`src/rtl/fibonacci_generator_if.sv`:
```
// Term-stream and control interface of the Fibonacci generator.
interface fibonacci_generator_if #(
  parameter int unsigned WIDTH = 32,
  parameter int unsigned IDXW  = 6
);
  logic             START;
  logic [IDXW-1:0]  K;
  logic             READY;
  logic [WIDTH-1:0] TERM;
  logic [IDXW-1:0]  TERM_IDX;
  logic             TERM_VALID;
  logic [WIDTH-1:0] F_OUT;
  logic             OVF;
  logic             BUSY;
  logic             DONE;

  // Requester side: issues runs and consumes terms.
  modport master (
    output START, K, READY,
    input  TERM, TERM_IDX, TERM_VALID, F_OUT, OVF, BUSY, DONE
  );

  // Generator side.
  modport slave (
    input  START, K, READY,
    output TERM, TERM_IDX, TERM_VALID, F_OUT, OVF, BUSY, DONE
  );
endinterface

```
`src/rtl/fibonacci_generator.sv`:
```
// Streams F(0)..F(K) over a valid/ready interface and reports F(K),
// flagging terms that do not fit in WIDTH bits.
module fibonacci_generator #(
  parameter int unsigned WIDTH = 32,
  parameter int unsigned IDXW  = 6
) (
  input  logic                  CLK,
  input  logic                  RESET,
  fibonacci_generator_if.slave  bus
);

  localparam int unsigned SUMW = WIDTH + 1;

  typedef enum logic [1:0] {
    S_IDLE,
    S_EMIT,
    S_STEP,
    S_FINISH
  } state_e;

  state_e           state_q,      state_d;
  logic [WIDTH-1:0] a_q,          a_d;
  logic [WIDTH-1:0] b_q,          b_d;
  logic             a_ovf_q,      a_ovf_d;
  logic             b_ovf_q,      b_ovf_d;
  logic [IDXW-1:0]  idx_q,        idx_d;
  logic [IDXW-1:0]  k_reg_q,      k_reg_d;
  logic [WIDTH-1:0] term_q,       term_d;
  logic [IDXW-1:0]  term_idx_q,   term_idx_d;
  logic             term_valid_q, term_valid_d;
  logic [WIDTH-1:0] f_out_q,      f_out_d;
  logic             ovf_q,        ovf_d;
  logic             busy_q,       busy_d;
  logic             done_q,       done_d;
  logic [SUMW-1:0]  sum_c;

  // State and output registers, cleared asynchronously.
  always_ff @(posedge CLK or posedge RESET) begin
    if (RESET) begin
      state_q      <= S_IDLE;
      a_q          <= '0;
      b_q          <= '0;
      a_ovf_q      <= 1'b0;
      b_ovf_q      <= 1'b0;
      idx_q        <= '0;
      k_reg_q      <= '0;
      term_q       <= '0;
      term_idx_q   <= '0;
      term_valid_q <= 1'b0;
      f_out_q      <= '0;
      ovf_q        <= 1'b0;
      busy_q       <= 1'b0;
      done_q       <= 1'b0;
    end else begin
      state_q      <= state_d;
      a_q          <= a_d;
      b_q          <= b_d;
      a_ovf_q      <= a_ovf_d;
      b_ovf_q      <= b_ovf_d;
      idx_q        <= idx_d;
      k_reg_q      <= k_reg_d;
      term_q       <= term_d;
      term_idx_q   <= term_idx_d;
      term_valid_q <= term_valid_d;
      f_out_q      <= f_out_d;
      ovf_q        <= ovf_d;
      busy_q       <= busy_d;
      done_q       <= done_d;
    end
  end

  // Next-state and next-output logic; outputs are set up one edge ahead
  // so that every visible output comes straight from a flop.
  always_comb begin
    state_d      = state_q;
    a_d          = a_q;
    b_d          = b_q;
    a_ovf_d      = a_ovf_q;
    b_ovf_d      = b_ovf_q;
    idx_d        = idx_q;
    k_reg_d      = k_reg_q;
    term_d       = term_q;
    term_idx_d   = term_idx_q;
    term_valid_d = term_valid_q;
    f_out_d      = f_out_q;
    ovf_d        = ovf_q;
    busy_d       = busy_q;
    done_d       = done_q;
    sum_c        = SUMW'(a_q) + SUMW'(b_q);

    unique case (state_q)
      S_IDLE: begin
        if (bus.START) begin
          k_reg_d      = bus.K;
          a_d          = '0;
          b_d          = WIDTH'(1);
          a_ovf_d      = 1'b0;
          b_ovf_d      = 1'b0;
          idx_d        = '0;
          done_d       = 1'b0;
          ovf_d        = 1'b0;
          busy_d       = 1'b1;
          term_valid_d = 1'b1;
          term_d       = '0;
          term_idx_d   = '0;
          state_d      = S_EMIT;
        end
      end

      S_EMIT: begin
        if (term_valid_q && bus.READY) begin
          term_valid_d = 1'b0;
          state_d      = (idx_q == k_reg_q) ? S_FINISH : S_STEP;
        end
      end

      S_STEP: begin
        // b may hold a wrapped value; that only matters once it becomes a.
        a_d     = b_q;
        a_ovf_d = b_ovf_q;
        b_d     = sum_c[WIDTH-1:0];
        b_ovf_d = sum_c[WIDTH] | a_ovf_q | b_ovf_q;
        idx_d   = idx_q + IDXW'(1);
        if (b_ovf_q) begin
          ovf_d   = 1'b1;
          state_d = S_FINISH;
        end else begin
          term_valid_d = 1'b1;
          term_d       = b_q;
          term_idx_d   = idx_q + IDXW'(1);
          state_d      = S_EMIT;
        end
      end

      S_FINISH: begin
        f_out_d = ovf_q ? '0 : a_q;
        done_d  = 1'b1;
        busy_d  = 1'b0;
        state_d = S_IDLE;
      end

      default: state_d = S_IDLE;
    endcase
  end

  assign bus.TERM       = term_q;
  assign bus.TERM_IDX   = term_idx_q;
  assign bus.TERM_VALID = term_valid_q;
  assign bus.F_OUT      = f_out_q;
  assign bus.OVF        = ovf_q;
  assign bus.BUSY       = busy_q;
  assign bus.DONE       = done_q;

endmodule

```
`src/flat_wrapper.sv`:
```
// flat-port wrapper written by rule: the top's interface ports become plain ports
module fibonacci_generator_flat 
#(
  parameter int unsigned WIDTH = 32,
  parameter int unsigned IDXW  = 6
)
  (CLK, RESET, bus_START, bus_K, bus_READY, bus_TERM, bus_TERM_IDX, bus_TERM_VALID, bus_F_OUT, bus_OVF, bus_BUSY, bus_DONE);
  fibonacci_generator_if #(.WIDTH(WIDTH), .IDXW(IDXW)) bus_i ();
  input  logic CLK;
  input  logic RESET;
  input wire logic [$bits(bus_i.START)-1:0] bus_START;
  input wire logic [$bits(bus_i.K)-1:0] bus_K;
  input wire logic [$bits(bus_i.READY)-1:0] bus_READY;
  output wire logic [$bits(bus_i.TERM)-1:0] bus_TERM;
  output wire logic [$bits(bus_i.TERM_IDX)-1:0] bus_TERM_IDX;
  output wire logic [$bits(bus_i.TERM_VALID)-1:0] bus_TERM_VALID;
  output wire logic [$bits(bus_i.F_OUT)-1:0] bus_F_OUT;
  output wire logic [$bits(bus_i.OVF)-1:0] bus_OVF;
  output wire logic [$bits(bus_i.BUSY)-1:0] bus_BUSY;
  output wire logic [$bits(bus_i.DONE)-1:0] bus_DONE;
  assign bus_i.START = bus_START;
  assign bus_i.K = bus_K;
  assign bus_i.READY = bus_READY;
  assign bus_TERM = bus_i.TERM;
  assign bus_TERM_IDX = bus_i.TERM_IDX;
  assign bus_TERM_VALID = bus_i.TERM_VALID;
  assign bus_F_OUT = bus_i.F_OUT;
  assign bus_OVF = bus_i.OVF;
  assign bus_BUSY = bus_i.BUSY;
  assign bus_DONE = bus_i.DONE;
  fibonacci_generator #(.WIDTH(WIDTH), .IDXW(IDXW)) u_core (.CLK(CLK), .RESET(RESET), .bus(bus_i));
endmodule
```
`config.mk`:
```
export PLATFORM = sky130hd
export DESIGN_NAME = fibonacci_generator_flat
export DESIGN_NICKNAME = d
export VERILOG_FILES = /design/src/rtl/fibonacci_generator_if.sv /design/src/rtl/fibonacci_generator.sv /design/src/flat_wrapper.sv
export SDC_FILE = /design/constraint.sdc
export NUM_CORES = 1
export LEC_CHECK = 0
export ABC_AREA = 1
export BUFFER_PORTS_ARGS = -buffer_cell sky130_fd_sc_hd__buf_2
export CAP_MARGIN = 0
export CORE_MARGIN = 2
export CORE_UTILIZATION = 35
export CTS_CLUSTER_SIZE = 16
export DETAILED_ROUTE_END_ITERATION = 6
export PLACE_DENSITY = 0.6
export SLEW_MARGIN = 20
export SYNTH_ARGS = -nofsm -noshare
export SYNTH_HDL_FRONTEND = slang
export SYNTH_SLANG_ARGS = --single-unit
```
`constraint.sdc`:
```
create_clock -name CLK -period 5.3 [get_ports CLK]
set_input_delay 0 -clock CLK [delete_from_list [all_inputs] [get_ports CLK]]
set_output_delay 0 -clock CLK [all_outputs]
set_load 0.005 [all_outputs]
```
Word level (Yosys, flattened, before mapping)
Cells that the tools add are included.
Storage, ports and cells
  register bits: 154
  input bits: 10
  output and inout port bits: 74
  word-level logic and storage cells: 65
Operators by class
  muxes and demuxes: 27
  reduce and logical (&&, ||, !) cells: 12
  equal/unequal tests: 8
  add/subtract/negate cells: 2
  bitwise gates (word level): 2
Operators with widths (number)
  case mux 32 bit (2 select lines): 3
  2-to-1 mux 32 bit: 4
  adder 32 x 32 -> 33 bit: 1
  case mux 6 bit (2 select lines): 2
  2-to-1 mux 6 bit: 2
  case mux 1 bit (2 select lines): 5
  case mux 2 bit (4 select lines): 1
  AND reduction 2 bit: 4
  adder 6 x 1 -> 6 bit, second input constant: 1
  == test 6 bit: 1
  2-to-1 mux 1 bit: 6
  2-to-1 mux 2 bit: 3
  AND reduction 3 bit: 2
  == test 2 bit, second input constant: 2
  inequality test 2 x 1 -> 1 bit, second input constant: 2
  inequality test 2 bit, second input constant: 2
  AND reduction 4 bit: 1
  nonzero test 2 bit: 2
  case mux 1 bit (3 select lines): 1
  nonzero test 3 bit: 1
  == test 2 x 1 -> 1 bit, second input constant: 1
  logical NOT 2 bit: 1
  bitwise OR 1 bit: 2
  logical AND 1 bit: 1

Longest topological paths before layout
  depth in word-level cells: 4
  mapped depth: 14
  depth with buffers taken out: 14

Worst setup path after synthesis
No wires, ideal clock.
  path type: reg-to-reg
  start point: register u_core.b_q[0]
  end point: register u_core.b_q[16]
  buffers on the path: 0
  stages on the path, launching flop included: 11
  required time: 5.174 ns
  arrival: 1.753 ns
  path slack: 3.422 ns
  clock period less this slack: 1.878 ns
  path through: dfrtp_1 > ha_1 > fa_1 > nand3_1 > nand3_1 > nand2_1 > nand2_1 > nand2_1 > nand2_1 > o21ai_0 > o21ai_2
Between the ends
  word-level cells in the longest chain between the ends: 2
RTL lines
  start, declared: RTL line fibonacci_generator.sv:23  | logic [WIDTH-1:0] b_q, b_d;
  start signal, assigned: RTL line fibonacci_generator.sv:42  | b_q <= '0;
  start signal, assigned: RTL line fibonacci_generator.sv:57  | b_q <= b_d;
  adder 32 x 32 -> 33 bit: RTL line fibonacci_generator.sv:89  | sum_c = SUMW'(a_q) + SUMW'(b_q);
  case mux 32 bit (2 select lines): RTL line fibonacci_generator.sv:91  | unique case (state_q)
No other way between the ends.
A chain may end at the register's enable or synchronous reset.

Worst setup path after layout
  start point: register u_core.state_q[0]
  end point: register u_core.term_q[14], in the netlist u_core.bus.TERM[14]
Between the ends
  word-level cells in the longest chain between the ends: 3
  elaborated cells on any way between the ends: 7
  classes of those cells: 3 x eq/ne; 1 x mux; 3 x reduce/logical
RTL lines
  start, declared: RTL line fibonacci_generator.sv:21  | state_e state_q, state_d;
  start signal, assigned: RTL line fibonacci_generator.sv:55  | state_q <= state_d;
  == test 2 bit / logical NOT 2 bit (equally long branches): RTL line fibonacci_generator.sv:91
  inequality test 2 bit (no source line) / nonzero test 2 bit (equally long branches)
  AND reduction 3 bit (no source line)
  end signal, assigned: RTL line fibonacci_generator.sv:62  | term_q <= term_d;
  end, declared: RTL line fibonacci_generator.sv:28  | logic [WIDTH-1:0] term_q, term_d;
Several ways; a longest one is shown, not always the timed one.

==> out/results.txt <==
The flow ran to the end, and the final reports show no timing, DRC or antenna violations. In this run the worst path has a maximum fanout of 52. The tightest hold path in the finished design has a slack of 0.3090 ns. Number of sinks on the clock net: 154. The terminus of the critical flop-to-flop path was u_core.bus.TERM[14]. Ranked by total cell area, the synthesized netlist is headed by dfrtp_1, nand2_1, inv_1. The number of I/O port buffers is 83.

For the number of failing hold endpoints at the final stage, the log shows 0. The fraction of post-synthesis cell area in the top cell type by area was 44.87%. The number of top-level design ports is 84.

The largest vdd supply drop was 240.1 µV; the number of buffers added by the clock tree synthesis step was 17. The tools report the minimum setup slack among reg-to-reg paths as 2.90 ns. The register area share after synthesis was 44.87%. The H-tree was split into 4 levels. The run gives 2482 as the fill cell total of the finished layout.

Critical-path cell with the highest stage delay: nor2_4. Summing every instance area after synthesis gives 0.008588 mm². Measured along the x axis, the die boundary spans 160.6 µm.

The tools report the total count of max-transition violations in the final report as 0. The final setup TNS is 0 ns, and the total half-perimeter wirelength after legalization and detailed placement is 15200 µm. In the synthesized netlist the async set-or-reset flop fraction comes to 100.0%. Measured against its own limit, the worst slew margin works out to 23.72%. In the synthesized netlist, the cells that appear most often are nand2_1, inv_1, dfrtp_1, o31ai_1, nand3_1.

The slew at the pin closest to its max-slew limit came out at 1.144 ns. The adder-cell area share of the yosys netlist was 5.041%. The routed design has 21620 µm of wire. The synthesized netlist devotes 15.38% of its cell area to compound gates. The relative area change from synthesis to final layout is 16.45%. At the placement stage, the worst setup path has a slack of 2.874 ns.

The routed layout has 7114 vias. The number of failing setup endpoints in the final timing report is 0. The tree is rooted in a clkbuf_16. The dominant combinational cell family by area after synthesis was simple AND/OR/NAND/NOR gates. The final worst setup slack is 2.898 ns. The largest total area in the synthesized netlist belongs to dfrtp_1. Number of antenna violations at the first check in global routing: 0. The worst setup path is launched from a register. Yosys printed 0 warnings.

The tools report the clock insertion delay at the later pin of the skew report as 0.43 ns. Vertical die dimension: 160.6 µm. nand2_1 is the most common cell in the netlist.

TritonCTS built the clock tree. Post-CTS repair changed the size of 0 cells. The first-iteration detailed-routing DRC count is 395.

The post-route netlist has 14.63% of its cells at a drive strength greater than 1. Based on the critical path, the design can be clocked at up to 0.4164 GHz. The count of flip-flops with a built-in enable after synthesis is 0, and the count of antenna diodes in the layout is 0.

The die covers 0.02581 mm². Arrival time at the worst endpoint: 2.72 ns. The count of nets left with antenna violations once routing finished came out at 0. The path class of the tightest hold or removal check is input port to asynchronous set/reset pin. Walking the worst path, the cells encountered are nor2_4 > inv_2 > nor2_2 > nor2_2 > inv_4 > nand2_1 > o31ai_1. For this configuration, the core starts out at a cell density of 35.52%.

The critical path starts at u_core.state_q[0]. The critical path's most frequent cell was nor2_2. The placed instances occupy a cell area of 0.009210 mm². The per-instance average area after synthesis was 7.807 µm²; the detailed-router iteration count before antenna repair was 5. The primary flip-flop cell chosen by synthesis mapping is dfrtp_1. Buffers inserted to repair hold after CTS numbered 13. The clock arrives with 0.01185 ns of skew.

For this run, the slowest stage of the critical path takes 0.79 ns. The logs give 102 for the largest net degree at the start of global routing and 0.8744 for the final RePlAce weighted congestion. Power spread over the standard cell area amounts to 519.7 mW/mm². Using the TritonRoute via totals, the vias-per-cell ratio works out to 4.680. The floorplan has 57 rows. The core region is 0.02418 mm². The average routed wire per standard cell works out to 14.22 µm. The element type at the critical path end is a register. Once the clock tree was built, the setup fixing pass inserted 0 buffers. The number of nets in the layout is 1227, and the final routed DRC violation total is 0. The number of cells on the worst reg-to-reg path is 7. The worst register-to-register path begins at u_core.state_q[0]. Critical path class: register to register. The number of global-route vias before repair was 6907; the critical path required time was 5.62 ns. Max-cap violations in this run came to 0. Counting flops and latches in the post-synthesis netlist gives 154.

The analysis attributes to cell leakage a power of 5.377 nW. Global routing used 17.46% of the available tracks across all layers. The net count after synthesis was 1144; the distinct cell type count after synthesis was 38.

After synthesis, the share of cell area in mux cells is 0%. The clock passes through at most 2 buffers. Synthesis produced a netlist whose cell count is 1100. Subtracting the final worst setup slack from the clock period gives 2.402 ns. The simple-gate share of the synthesized area came out at 22.89%. Post-CTS clock slew at the launch and capture registers of the worst setup and hold paths: 0.06 ns. Setup repair after global routing left no endpoint under its margin.

The xor/xnor share of the synthesized area works out to 0.5099%. In the finished design, the share of the clock period the worst path needs comes to 45.32%. The tools report the global-route wire length before repair as 36180 µm.

The run gives 0 as the total congestion overflow after global routing. The final non-filler cell area was 0.01000 mm².
[worst max-delay path by stage]
| stage | to | slack, ns | depth (start not counted) |
|---|---|---|---|
| after CTS | u_core.bus.TERM[14] | 2.87 | 7 |
| final | u_core.bus.TERM[14] | 2.90 | 7 |
| after detailed placement | u_core.bus.TERM[20] | 2.87 | 7 |
| after floorplan | u_core.a_ovf_q | 1.15 | 1 |
| after global routing | u_core.bus.TERM[14] | 2.68 | 7 |
| after global placement | u_core.bus.TERM[22] | 3.01 | 7 |
[placed cells by master, fill, tap and decap left out, drive strengths merged, types with 2 or more instances in the layout]
cell type / count
dlygate4sd3: 13
a211oi: 2
nand3: 51
buf: 87
o31ai: 56
nor3: 5
a21oi: 33
xnor2: 3
clkinv: 3
o21bai: 4
nand4: 4
o22ai: 30
o21ai: 62
dfrtp: 154
inv: 199
bufinv: 5
xor2: 2
nand2: 375
clkbuf: 17
ha: 33
nor2: 52
[final cells by class]
cell class	count	area, µm²	share of cell area [%]
Multi-Input combinational cell	717	3766	37.66
Clock buffer	17	425.4	4.254
Clock inverter	15	235.2	2.352
Sequential cell	154	3854	38.53
Timing Repair Buffer	100	575.6	5.755
Inverter	193	739.5	7.394
Tap cell	324	405.4	4.054
[critical path, delay by kind of cell (launching register included)]
family / cells / cell delay (ns)
AOI/OAI and AO/OA: 1 / 0.11
and+or+nand+nor: 4 / 1.14
buffers and inverters: 2 / 0.57
DFF: 1 / 0.46
[power by group]
part	switching [mW]	total (mW)	internal (mW)
registers	0.322	1.92	1.60
clock network	0.533	1.38	0.848
logic	1.21	1.90	0.685
total	2.07	5.20	3.13
[cells by family (layout without fill, tap and decap cells)]
logic type	Yosys count	in the layout
flops	154	154
compound gates	188	188
simple gates	490	490
xor+xnor	5	5
fa+ha+maj	34	34
buf+inv	229	325
[registers in the layout, summed over array words and instances, names as in the netlist, 2 cells and up]
signal and cells:
u_core.a_q 32, u_core.b_q 32, u_core.bus.F_OUT 32, u_core.bus.TERM 32
u_core.bus.TERM_IDX 6, u_core.idx_q 6, u_core.k_reg_q 6, u_core.state_q 2
[layer usage]
metal	vias to the layer above	global-route usage (%)	part of all wire [%]
met2	106	27.55	44
met3	23	3.048	3.5
li1	3675	-	-
met5	-	0	0
met4	0	4.996	1.3
met1	3310	24.74	51
[through the flow]
stage	utilization, %	power (mW)	cells
floorplan	-	3.285	1100
global placement	38.09	3.781	1475
detailed placement	38.09	3.829	1475
CTS	41.37	5.268	1520
global route	41.37	5.599	1520
finish	41.37	5.197	1520
Note: power is estimated with default switching activity, not from simulation.
